$ cat config.mk
export PLATFORM = sky130hd
export DESIGN_NAME = tlul_host_adapter
export DESIGN_NICKNAME = d
export VERILOG_FILES = /design/src/rtl/tlul_pkg.sv /design/src/rtl/tlul_host_adapter.sv
export SDC_FILE = /design/constraint.sdc
export NUM_CORES = 1
export LEC_CHECK = 0
export BUFFER_PORTS_ARGS = -buffer_cell sky130_fd_sc_hd__buf_2
export CORE_AREA = 2 2 108 110
export DETAILED_ROUTE_END_ITERATION = 8
export DIE_AREA = 0 0 110 112
export GPL_ROUTABILITY_DRIVEN = 0
export PLACE_DENSITY_LB_ADDON = 0.2
export SLEW_MARGIN = 30
export SYNTH_ARGS = -nofsm -noshare
export SYNTH_HDL_FRONTEND = slang
export SYNTH_SLANG_ARGS = --single-unit
$ cat constraint.sdc
create_clock -name clk_i -period 2.7 [get_ports clk_i]
set_clock_uncertainty 0.05 [all_clocks]
set_input_delay 0.54 -clock clk_i [delete_from_list [all_inputs] [get_ports clk_i]]
set_output_delay 0.54 -clock clk_i [all_outputs]
set_load 0.005 [all_outputs]
$ cat src/rtl/tlul_pkg.sv
// Minimal TL-UL type package: channel structs, opcode enums and the default A-channel user field.
package tlul_pkg;

  localparam int TL_AW  = 32;
  localparam int TL_DW  = 32;
  localparam int TL_AIW = 8;
  localparam int TL_DIW = 1;
  localparam int TL_DBW = 4;
  localparam int TL_SZW = 2;

  typedef enum logic [2:0] {
    PutFullData    = 3'h0,
    PutPartialData = 3'h1,
    Get            = 3'h4
  } tl_a_op_e;

  typedef enum logic [2:0] {
    AccessAck     = 3'h0,
    AccessAckData = 3'h1
  } tl_d_op_e;

  typedef struct packed {
    logic [3:0] instr_type;
    logic [6:0] cmd_intg;
    logic [6:0] data_intg;
  } tl_a_user_t;

  // instr_type 4'h9 marks a data (non-instruction) access
  localparam tl_a_user_t TL_A_USER_DEFAULT = '{
    instr_type: 4'h9,
    cmd_intg:   7'h00,
    data_intg:  7'h00
  };

  typedef struct packed {
    logic                  a_valid;
    tl_a_op_e              a_opcode;
    logic [2:0]            a_param;
    logic [TL_SZW-1:0]     a_size;
    logic [TL_AIW-1:0]     a_source;
    logic [TL_AW-1:0]      a_address;
    logic [TL_DBW-1:0]     a_mask;
    logic [TL_DW-1:0]      a_data;
    tl_a_user_t            a_user;
    logic                  d_ready;
  } tl_h2d_t;

  typedef struct packed {
    logic                  d_valid;
    tl_d_op_e              d_opcode;
    logic [2:0]            d_param;
    logic [TL_SZW-1:0]     d_size;
    logic [TL_AIW-1:0]     d_source;
    logic [TL_DIW-1:0]     d_sink;
    logic [TL_DW-1:0]      d_data;
    logic [13:0]           d_user;
    logic                  d_error;
    logic                  a_ready;
  } tl_d2h_t;

endpackage

$ cat src/rtl/tlul_host_adapter.sv
// Word-access host port to TL-UL bridge with a bounded number of in-flight requests
// and in-order response checking against the oldest outstanding source.
module tlul_host_adapter
  import tlul_pkg::*;
#(
  parameter int MaxOutstanding = 2,
  parameter int SourceW        = 2
) (
  input  logic        clk_i,
  input  logic        rst_i,
  input  logic        req_i,
  output logic        gnt_o,
  input  logic [31:0] addr_i,
  input  logic        we_i,
  input  logic [31:0] wdata_i,
  input  logic [3:0]  be_i,
  output logic        rvalid_o,
  output logic [31:0] rdata_o,
  output logic        err_o,
  output logic        proto_err_o,
  output tl_h2d_t     tl_o,
  input  tl_d2h_t     tl_i
);

  localparam int CntW = 3;

  logic [CntW-1:0]    count_q, count_d;
  logic [SourceW-1:0] issue_q, issue_d;
  logic [SourceW-1:0] retire_q, retire_d;
  logic               rvalid_q, rvalid_d;
  logic [31:0]        rdata_q, rdata_d;
  logic               err_q, err_d;
  logic               proto_q, proto_d;

  logic               a_valid_s;
  logic               gnt_s;
  logic               resp_exp_s;
  logic               src_match_s;
  logic               unused_s;

  function automatic logic [SourceW-1:0] ptr_inc(input logic [SourceW-1:0] p);
    if (p == SourceW'(MaxOutstanding - 1)) begin
      return '0;
    end else begin
      return p + SourceW'(1);
    end
  endfunction

  // A-channel valid is gated by reset so nothing is presented while the block is held in reset
  assign a_valid_s   = req_i & (count_q < CntW'(MaxOutstanding)) & ~rst_i;
  assign gnt_s       = a_valid_s & tl_i.a_ready;
  assign resp_exp_s  = tl_i.d_valid & (count_q != CntW'(0));
  assign src_match_s = (tl_i.d_source == TL_AIW'(retire_q));
  assign gnt_o       = gnt_s;

  assign unused_s = ^{addr_i[1:0], tl_i.d_param, tl_i.d_size, tl_i.d_sink, tl_i.d_user};

  always_comb begin
    tl_o           = '0;
    tl_o.a_valid   = a_valid_s;
    tl_o.a_param   = 3'h0;
    tl_o.a_size    = TL_SZW'(2);
    tl_o.a_source  = TL_AIW'(issue_q);
    tl_o.a_address = {addr_i[31:2], 2'b00};
    tl_o.a_user    = TL_A_USER_DEFAULT;
    tl_o.d_ready   = 1'b1;
    if (!we_i) begin
      tl_o.a_opcode = Get;
      tl_o.a_mask   = 4'hF;
      tl_o.a_data   = 32'h0;
    end else if (be_i == 4'hF) begin
      tl_o.a_opcode = PutFullData;
      tl_o.a_mask   = be_i;
      tl_o.a_data   = wdata_i;
    end else begin
      tl_o.a_opcode = PutPartialData;
      tl_o.a_mask   = be_i;
      tl_o.a_data   = wdata_i;
    end
  end

  always_comb begin
    count_d  = count_q;
    issue_d  = issue_q;
    retire_d = retire_q;
    rvalid_d = 1'b0;
    rdata_d  = 32'h0;
    err_d    = 1'b0;
    proto_d  = proto_q;

    case ({gnt_s, resp_exp_s})
      2'b10:   count_d = count_q + CntW'(1);
      2'b01:   count_d = count_q - CntW'(1);
      default: count_d = count_q;
    endcase

    if (gnt_s) begin
      issue_d = ptr_inc(issue_q);
    end else begin
      issue_d = issue_q;
    end

    if (resp_exp_s) begin
      retire_d = ptr_inc(retire_q);
      rvalid_d = 1'b1;
      err_d    = tl_i.d_error | ~src_match_s;
      rdata_d  = (tl_i.d_opcode == AccessAckData) ? tl_i.d_data : 32'h0;
      proto_d  = proto_q | ~src_match_s;
    end else if (tl_i.d_valid) begin
      // unsolicited beat: dropped, only flagged
      proto_d = 1'b1;
    end else begin
      proto_d = proto_q;
    end
  end

  always_ff @(posedge clk_i or posedge rst_i) begin
    if (rst_i) begin
      count_q  <= '0;
      issue_q  <= '0;
      retire_q <= '0;
      rvalid_q <= 1'b0;
      rdata_q  <= 32'h0;
      err_q    <= 1'b0;
      proto_q  <= 1'b0;
    end else begin
      count_q  <= count_d;
      issue_q  <= issue_d;
      retire_q <= retire_d;
      rvalid_q <= rvalid_d;
      rdata_q  <= rdata_d;
      err_q    <= err_d;
      proto_q  <= proto_d;
    end
  end

  assign rvalid_o    = rvalid_q;
  assign rdata_o     = rdata_q;
  assign err_o       = err_q;
  assign proto_err_o = proto_q;

endmodule

# == Yosys cells after proc, flatten, opt, wreduce, memory -nomap -nowiden ==
# Index checks and enable logic that the tools add are counted.
# op_classes
n_lt_le_gt_ge,1
n_mux,12
n_reduce_logical,3
eq_ne,7
bitwise_logic,8
addsub,4
# ops
operator,count
$mux W32,2
$mux W36,1
$eq A8 B2 Y1,1
$eq A2 B1 Y1 const B,3
$pmux W3 S2,1
$mux W1,5
$add A2 B1 Y2 const B,2
$and A1 B1 Y1,4
$eq A4 B4 Y1 const B,1
$mux W2,2
$reduce_bool A2 Y1,2
$add A3 B1 Y3 const B,1
$eq A3 B1 Y1 const B,1
$lt A3 B2 Y1 const B,1
$mux W3,1
$reduce_bool A3 Y1,1
$sub A3 B1 Y3 const B,1
$eq A2 B2 Y1 const B,1
$not A1 Y1,2
$or A1 B1 Y1,2
# word_totals
inputBits,138
register_bits,42

# == Longest topological paths before layout ==
# Gate-level depths: netlist of run 1.
# logic_depth
word_depth,6
ltp_mapped,8
mapped_depth_nobuf,8

# == Worst setup path after synthesis of run 1 ==
# OpenSTA, ideal clock, no wires.
# synth_path
path_type,input port to flip-flop
start,input port rst_i
end,register count_q[2]
setup_time_ns,0.127
n_path_buf,0
slack_ns,0.748
arrival_ns,1.775
cell_stages,8
cell_sequence,nor4b_1 -> nand2_1 -> ha_1 -> inv_1 -> fa_1 -> xor2_1 -> nor2_1 -> xor2_1
# synth_via
elab_chain_cells,5
elab_cells_between_ends,7
cone_classes,eq/ne: 2; mux: 1; bitwise: 3; reduce/logical: 1
# synth_lines
element,line,text
"start, declared",tlul_host_adapter.sv:10,"input logic rst_i,"
$not A1 Y1 (*),tlul_host_adapter.sv:50,assign a_valid_s = req_i & (count_q < CntW'(MaxOutstanding)) & ~rst_i;
$and A1 B1 Y1 (*),tlul_host_adapter.sv:50,
$and A1 B1 Y1 (*),tlul_host_adapter.sv:51,assign gnt_s = a_valid_s & tl_i.a_ready;
$eq A2 B1 Y1 / $eq A2 B2 Y1 (equally long branches),tlul_host_adapter.sv:91,"case ({gnt_s, resp_exp_s})"
$pmux W3 S2 / $reduce_bool A2 Y1 (equally long branches),-,
"end signal, assigned",tlul_host_adapter.sv:127,count_q <= count_d;
"end, declared",tlul_host_adapter.sv:27,"logic [CntW-1:0] count_q, count_d;"
# Every way passes the cells marked *; elsewhere a longest branch is shown, timed or not.
# A chain may end at the register's enable or synchronous reset.

# == Final worst setup path of run 1 ==
# layout_path
start,register count_q[2]
end,output port gnt_o
# layout_via
elab_chain_cells,4
# layout_lines
element,line,text
$lt A3 B2 Y1,tlul_host_adapter.sv:50,
$and A1 B1 Y1 (2 in series),tlul_host_adapter.sv:50,
$and A1 B1 Y1,tlul_host_adapter.sv:51,
"end, declared",tlul_host_adapter.sv:12,"output logic gnt_o,"
# No other way between the ends.

==> metrics, run 1 <==
global route total overflow=0; Hold Path Class=in2async; WP data arrival=1640 ps; main flop type after synthesis=dfrtp_1; CTS tree=done; drt drc=0; Min Clock Period, post-route=between 2000 and 2500 ps; Synth Instances=approximately 220; largest net degree at the start of global routing=43; routed via count=1772; part of the Yosys area used for sequential elements=46.7%; Worst Tran Pin Value=751 ps; Crit Path Class=reg2out; Final #Nets=just under 500; TNS Setup=0 ps; Fill cells=1218; max-cap viol count=0; kind of end point of the critical path=output pin; multiplexer share of the synthesized area=0.445%; cts hold-fix bufs=0; biggest cell delay along the critical path=520 ps; Cell Area, Placed=between 2000 and 3000 um^2; std cell rows=39; CTS H-tree lvls=2; starting density of the core=20.1%; Antenna Cells=0; final hold violation count=0; dpl hpwl=5.58 mm; first-pass GRT wire length=9.76 mm; I/O Pins=~280; final number of setup-violating endpoints=0; core area=11200 um^2; Crit. Startpoint=count_q[2]; Overall Global Routing Usage=between 10% and 20%; asr flop ratio synth=100%; Req. time, crit path=2110 ps; layout cell share with drive strength beyond 1=49.3%; Compound-Gate Fraction of Synth Area=2.45%; Peak VDD IR=0.000226 V; Synth Area in Simple Gates=approximately 22%; crit-path cells=nor4b_1 > nand2_1 > inv_1 > buf_2; Die X=110 um; Yosys reg bits=42; Area contributors post-synth=dfrtp_1, buf_4, and2_1; die footprint=12300 um^2; period utilization=82.7%; clock root buffer=clkbuf_16; final wirelength=6.83 mm; Crit path max-delay family=simple AND/OR/NAND/NOR gates; IO Port Bufs=162; DR vias/cell=around 3.6; number of global-route vias before repair=1750; RSZ-0062 raised after global routing=no; CTS sink cnt=42; cell area after synthesis=around 2300 um^2; status=completed; wire per inst=13.9 um; Post-CTS Setup Repair Bufs=0; crit start category=flop; highest clock rate=0.448 GHz; Clk Latency, worst-skew pair=270 ps; Iter 0 DRT Violations=47; most common cell after layout, fill and taps aside=buf_2; Die Ht=112 um; CTS Buffer Depth=2; Crit Reg-Reg Startpoint=count_q[2]; worst-path maximum fanout=4; synth warn=0; initial antenna violation count=0; CP max stage cell=nor4b_1; largest area contributor in the netlist=dfrtp_1; clk slew on worst S/H paths=60 ps; Buf/Inv on CP=2; final slew viol count=0; post-route ant nets=0; Synth Area in Adders=1.45%; total CTS buffers=5; Yosys top cell area share=46.7%; commonest non-fill, non-tap cells in the layout=buf_2, and2_1, dfrtp_1, conb_1, inv_1; Initial DRT Pass Iterations=4; area delta synth->final=32.9%; post-CTS resize count=0; LEAKAGE=0.00176 uW; Synth cell types=24; mean post-synth cell area=10.4 um^2; Worst slew margin=between 40% and 50%; Non-Filler Cell Area, Final=about 3000 um^2; main combinational cell family by area after synthesis=buffers and inverters; Pwr Density=553 nW/um^2; Post-synth EDFFs=0; Synth Area in XOR/XNOR=2.72%
logic make-up (layout without fill, tap and decap cells):
logic type	count (synthesis)	after routing
AO/OA/AOI/OAI	6	6
XOR/XNOR	7	7
adder cells (fa/ha/maj)	2	2
buffers and inverters	78	178
flip-flops	42	42
multiplexers	1	1
other	2	33
AND/OR/NAND/NOR	78	78
flip-flops by register name, summed over array words and instances (netlist names):
register / count
rdata_o: 32
proto_err_o: 1
count_q: 3
err_o: 1
issue_q: 2
rvalid_o: 1
retire_q: 2
metrics by stage:
| step | util (%) | worst slack [ps] | total power, uW | cells | hold slack (ps) |
|---|---|---|---|---|---|
| after floorplan | - | 748 | 1020 | 247 | 431 |
| after global placement | 25.6 | 403 | 1100 | 483 | 440 |
| after detailed placement | 25.6 | 326 | 1110 | 483 | 447 |
| after CTS | 26.8 | 438 | 1700 | 490 | 407 |
| after global routing | 26.8 | 341 | 1780 | 490 | 400 |
| final | 26.8 | 466 | 1650 | 490 | 331 |
worst register-to-register path: stages (launching register included):
cell and delay, ps:
dfrtp_1 440, nor4b_1 520, nand2_1 200, ha_1 260
inv_1 80, fa_1 190, xor2_1 150, nor2_1 70
xor2_1 140
worst paths after layout:
path / endpoint / slack, ps / cells after the start
setup / recovery: gnt_o / 470 / 4
min in group clk_i: rdata_o[26] / 420 / 2
hold / removal: count_q[1] / 330 / 2
max in group asynchronous: rdata_o[7] / 1810 / 2
setup reg to reg: count_q[2] / 490 / 8
hold reg to reg: issue_q[0] / 450 / 1
area by class of cell:
| type | instances | area, um^2 | area share, % |
|---|---|---|---|
| Timing Repair Buffer | 163 | 818 | 27.4 |
| Tap cell | 143 | 179 | 5.98 |
| Multi-Input combinational cell | 127 | 779 | 26.1 |
| Clock buffer | 7 | 133 | 4.43 |
| Sequential cell | 42 | 1050 | 35.1 |
| Inverter | 8 | 31.3 | 1.05 |
routing by layer:
metal,track usage [%],wire length (um),up-vias
li1,-,-,819
met1,11.8,2430,811
met2,17.8,3410,136
met3,4.74,906,6
met4,2.87,77,0
met5,0,0,-
cell usage after synthesis (all sizes together) (2+ instances only):
master	instances
and2	64
nor2	4
a21boi	2
dfrtp	42
clkbuf	6
buf	64
a21oi	2
nand2b	4
xor2	2
inv	8
xnor2	5
conb	2
nor4b	2
where the power goes:
| group | leakage [uW] | switching [uW] | internal, uW |
|---|---|---|---|
| Combinational | 0.00114 | 167 | 178 |
| Sequential | 0.000563 | 59.4 | 690 |
| Clock | 0.0000640 | 222 | 338 |
No activity file was read; power rests on OpenSTA's default activity.
==> inputs of run 2 (changes only) <==
--- a/config.mk
+++ b/config.mk
@@ -5,10 +5,11 @@
 export SDC_FILE = /design/constraint.sdc
 export NUM_CORES = 1
 export LEC_CHECK = 0
+export ABC_AREA = 1
 export BUFFER_PORTS_ARGS = -buffer_cell sky130_fd_sc_hd__buf_2
-export CORE_AREA = 2 2 108 110
+export CORE_AREA = 2 2 107 109
 export DETAILED_ROUTE_END_ITERATION = 8
-export DIE_AREA = 0 0 110 112
+export DIE_AREA = 0 0 109 111
 export GPL_ROUTABILITY_DRIVEN = 0
 export PLACE_DENSITY_LB_ADDON = 0.2
 export SLEW_MARGIN = 30
==> constraint.sdc (replaced) <==
create_clock -name clk_i -period 2.3 [get_ports clk_i]
set_clock_uncertainty 0.05 [all_clocks]
set_input_delay 0.46 -clock clk_i [delete_from_list [all_inputs] [get_ports clk_i]]
set_output_delay 0.46 -clock clk_i [all_outputs]
set_load 0.005 [all_outputs]
==> run 2 against run 1 <==
Power up 26%. Die area shrank 1.8%. Final cell count grew 17%.
==> metrics, run 2 <==
part of the Yosys area used for sequential elements=43.4%; Core Util, Final=28.3%; Hold Path Class=in2async; Post-CTS Setup Repair Bufs=0; max-cap viol count=0; CTS H-tree lvls=2; multiplexer share of the synthesized area=0%; Synth Area in XOR/XNOR=1.45%; synth warn=0; RSZ-0062 raised after global routing=no; largest net degree at the start of global routing=43; I/O Pins=278; Final #Nets=around 570; total CTS buffers=5; crit path to=count_q[1]; Yosys reg bits=42; clock root buffer=clkbuf_16; post-route ant nets=0; Worst slew margin=63.3%; Crit. Startpoint=count_q[2]; most common cell after layout, fill and taps aside=buf_2; Yosys top cell area share=43.4%; final hold violation count=0; cell area after synthesis=2420 um^2; Fill cells=1276; Worst Tran Pin Value=around 550 ps; Pwr Density=665 nW/um^2; Worst Reg-to-Reg Cells=8; Synth Area in Adders=1.34%; Post-synth EDFFs=0; Area contributors post-synth=dfrtp_1, buf_4, nand2_1; final slew viol count=0; final number of setup-violating endpoints=0; layout cell share with drive strength beyond 1=44.0%; kind of end point of the critical path=flop; Synth Instances=300; Iter 0 DRT Violations=89; final hold slack=about 280 ps; Antenna Cells=0; status=completed; Compound-Gate Fraction of Synth Area=about 2.3%; starting density of the core=21.9%; Min Clock Period, post-route=1930 ps; area delta synth->final=29.5%; FF-to-FF End=count_q[1]; WP data arrival=2080 ps; CTS Buffer Depth=2; crit start category=flop; global route total overflow=0; Crit Path Class=reg2reg; main combinational cell family by area after synthesis=buffers and inverters; DR vias/cell=roughly 3.7; dpl hpwl=5.93 mm; Initial DRT Pass Iterations=4; first-pass GRT wire length=approximately 11 mm; number of global-route vias before repair=about 2.1k; worst-path maximum fanout=4; clk slew on worst S/H paths=60 ps; initial antenna violation count=0; Synth cell types=26; IO Port Bufs=162; asr flop ratio synth=100%; final setup margin=roughly 370 ps; final wirelength=between 7 and 8 mm; die footprint=12100 um^2; post-CTS resize count=0; std cell rows=39; cell with the most instances after synthesis=nand2_1; synth cell count leaders=nand2_1, buf_4, inv_1; CTS tree=done; routed via count=around 2.1k; wire per inst=about 13 um; cts hold-fix bufs=0; TNS Setup=0 ps; Die Ht=111 um; Req. time, crit path=2450 ps; pre-CTS setup slack=between 300 and 400 ps; Overall Global Routing Usage=about an eighth; CTS sink cnt=42; core area=11100 um^2; R2R setup slack=roughly 370 ps; Synth Area in Simple Gates=20.9%; main flop type after synthesis=dfrtp_1; Peak VDD IR=0.000316 V; max reg flops=32; Crit Reg-Reg Startpoint=count_q[2]; LEAKAGE=0.00206 uW; period utilization=a little over four fifths; Die X=109 um; mean post-synth cell area=8.08 um^2; drt drc=0; Clk Latency, worst-skew pair=280 ps; highest clock rate=approximately 0.52 GHz; largest area contributor in the netlist=dfrtp_1; commonest non-fill, non-tap cells in the layout=buf_2, nand2_1, inv_1, dfrtp_1, nor2_1
==> run 2: power by group <==
group          internal [uW]  switching, uW
logic                    222            311
registers                811           41.5
clock network            407            293
==> run 2: per-stage QoR <==
step | total power (uW) | instances | cell area [um^2]
3_3_place_gp | 1400 | 565 | 2990
6_report | 2090 | 573 | 3140
4_1_cts | 2140 | 573 | 3140
2_1_floorplan | 1300 | 331 | 2540
3_5_place_dp | 1410 | 565 | 2990
5_1_grt | 2250 | 573 | 3140
==> run 2: final cells by class <==
cell class	count	area, um^2	area share (%)
sequential	42	1050	33.5
tap	143	179	5.70
clock buffer	5	125	3.99
clock inverter	3	25.0	0.797
inverter	44	165	5.26
multi-input combinational	170	752	24.0
timing repair buffer	166	841	26.8
==> run 2: critical path, stage by stage, from the launching register on <==
cell and delay [ps]:
dfrtp_1 400, nor2_2 210, nand2_1 80, nor2_1 140, nand2_2 100, ha_1 210, inv_1 100, fa_1 410
o21ai_0 160
==> run 2: cells by family (layout without fill, tap and decap cells) <==
family / after synthesis / count (layout)
xor+xnor: 4 / 4
simple gates: 124 / 124
fa+ha+maj: 2 / 2
flops: 42 / 42
buf+inv: 119 / 218
other cells: 2 / 33
compound gates: 7 / 7
==> run 2: worst min-delay path by stage <==
| stage | end | depth (start not counted) | startpoint |
|---|---|---|---|
| 6_report | err_o | 3 | rst_i |
| 2_1_floorplan | proto_err_o | 2 | proto_err_o |
| 3_5_place_dp | proto_err_o | 2 | proto_err_o |
| 5_1_grt | rdata_o[31] | 3 | rst_i |
| 4_1_cts | rdata_o[31] | 3 | rst_i |
| 3_3_place_gp | proto_err_o | 2 | proto_err_o |
==> run 2: routing by layer <==
layer / up-vias / wire length (um) / global-route usage, % / share of wire, %
met2: 133 / 3680 / 21.4 / 50
li1: 1021 / - / - / -
met1: 947 / 2840 / 13.0 / 39
met3: 8 / 738 / 3.59 / 10
met5: - / 0 / 0 / 0
met4: 0 / 53 / 2.48 / 0.73
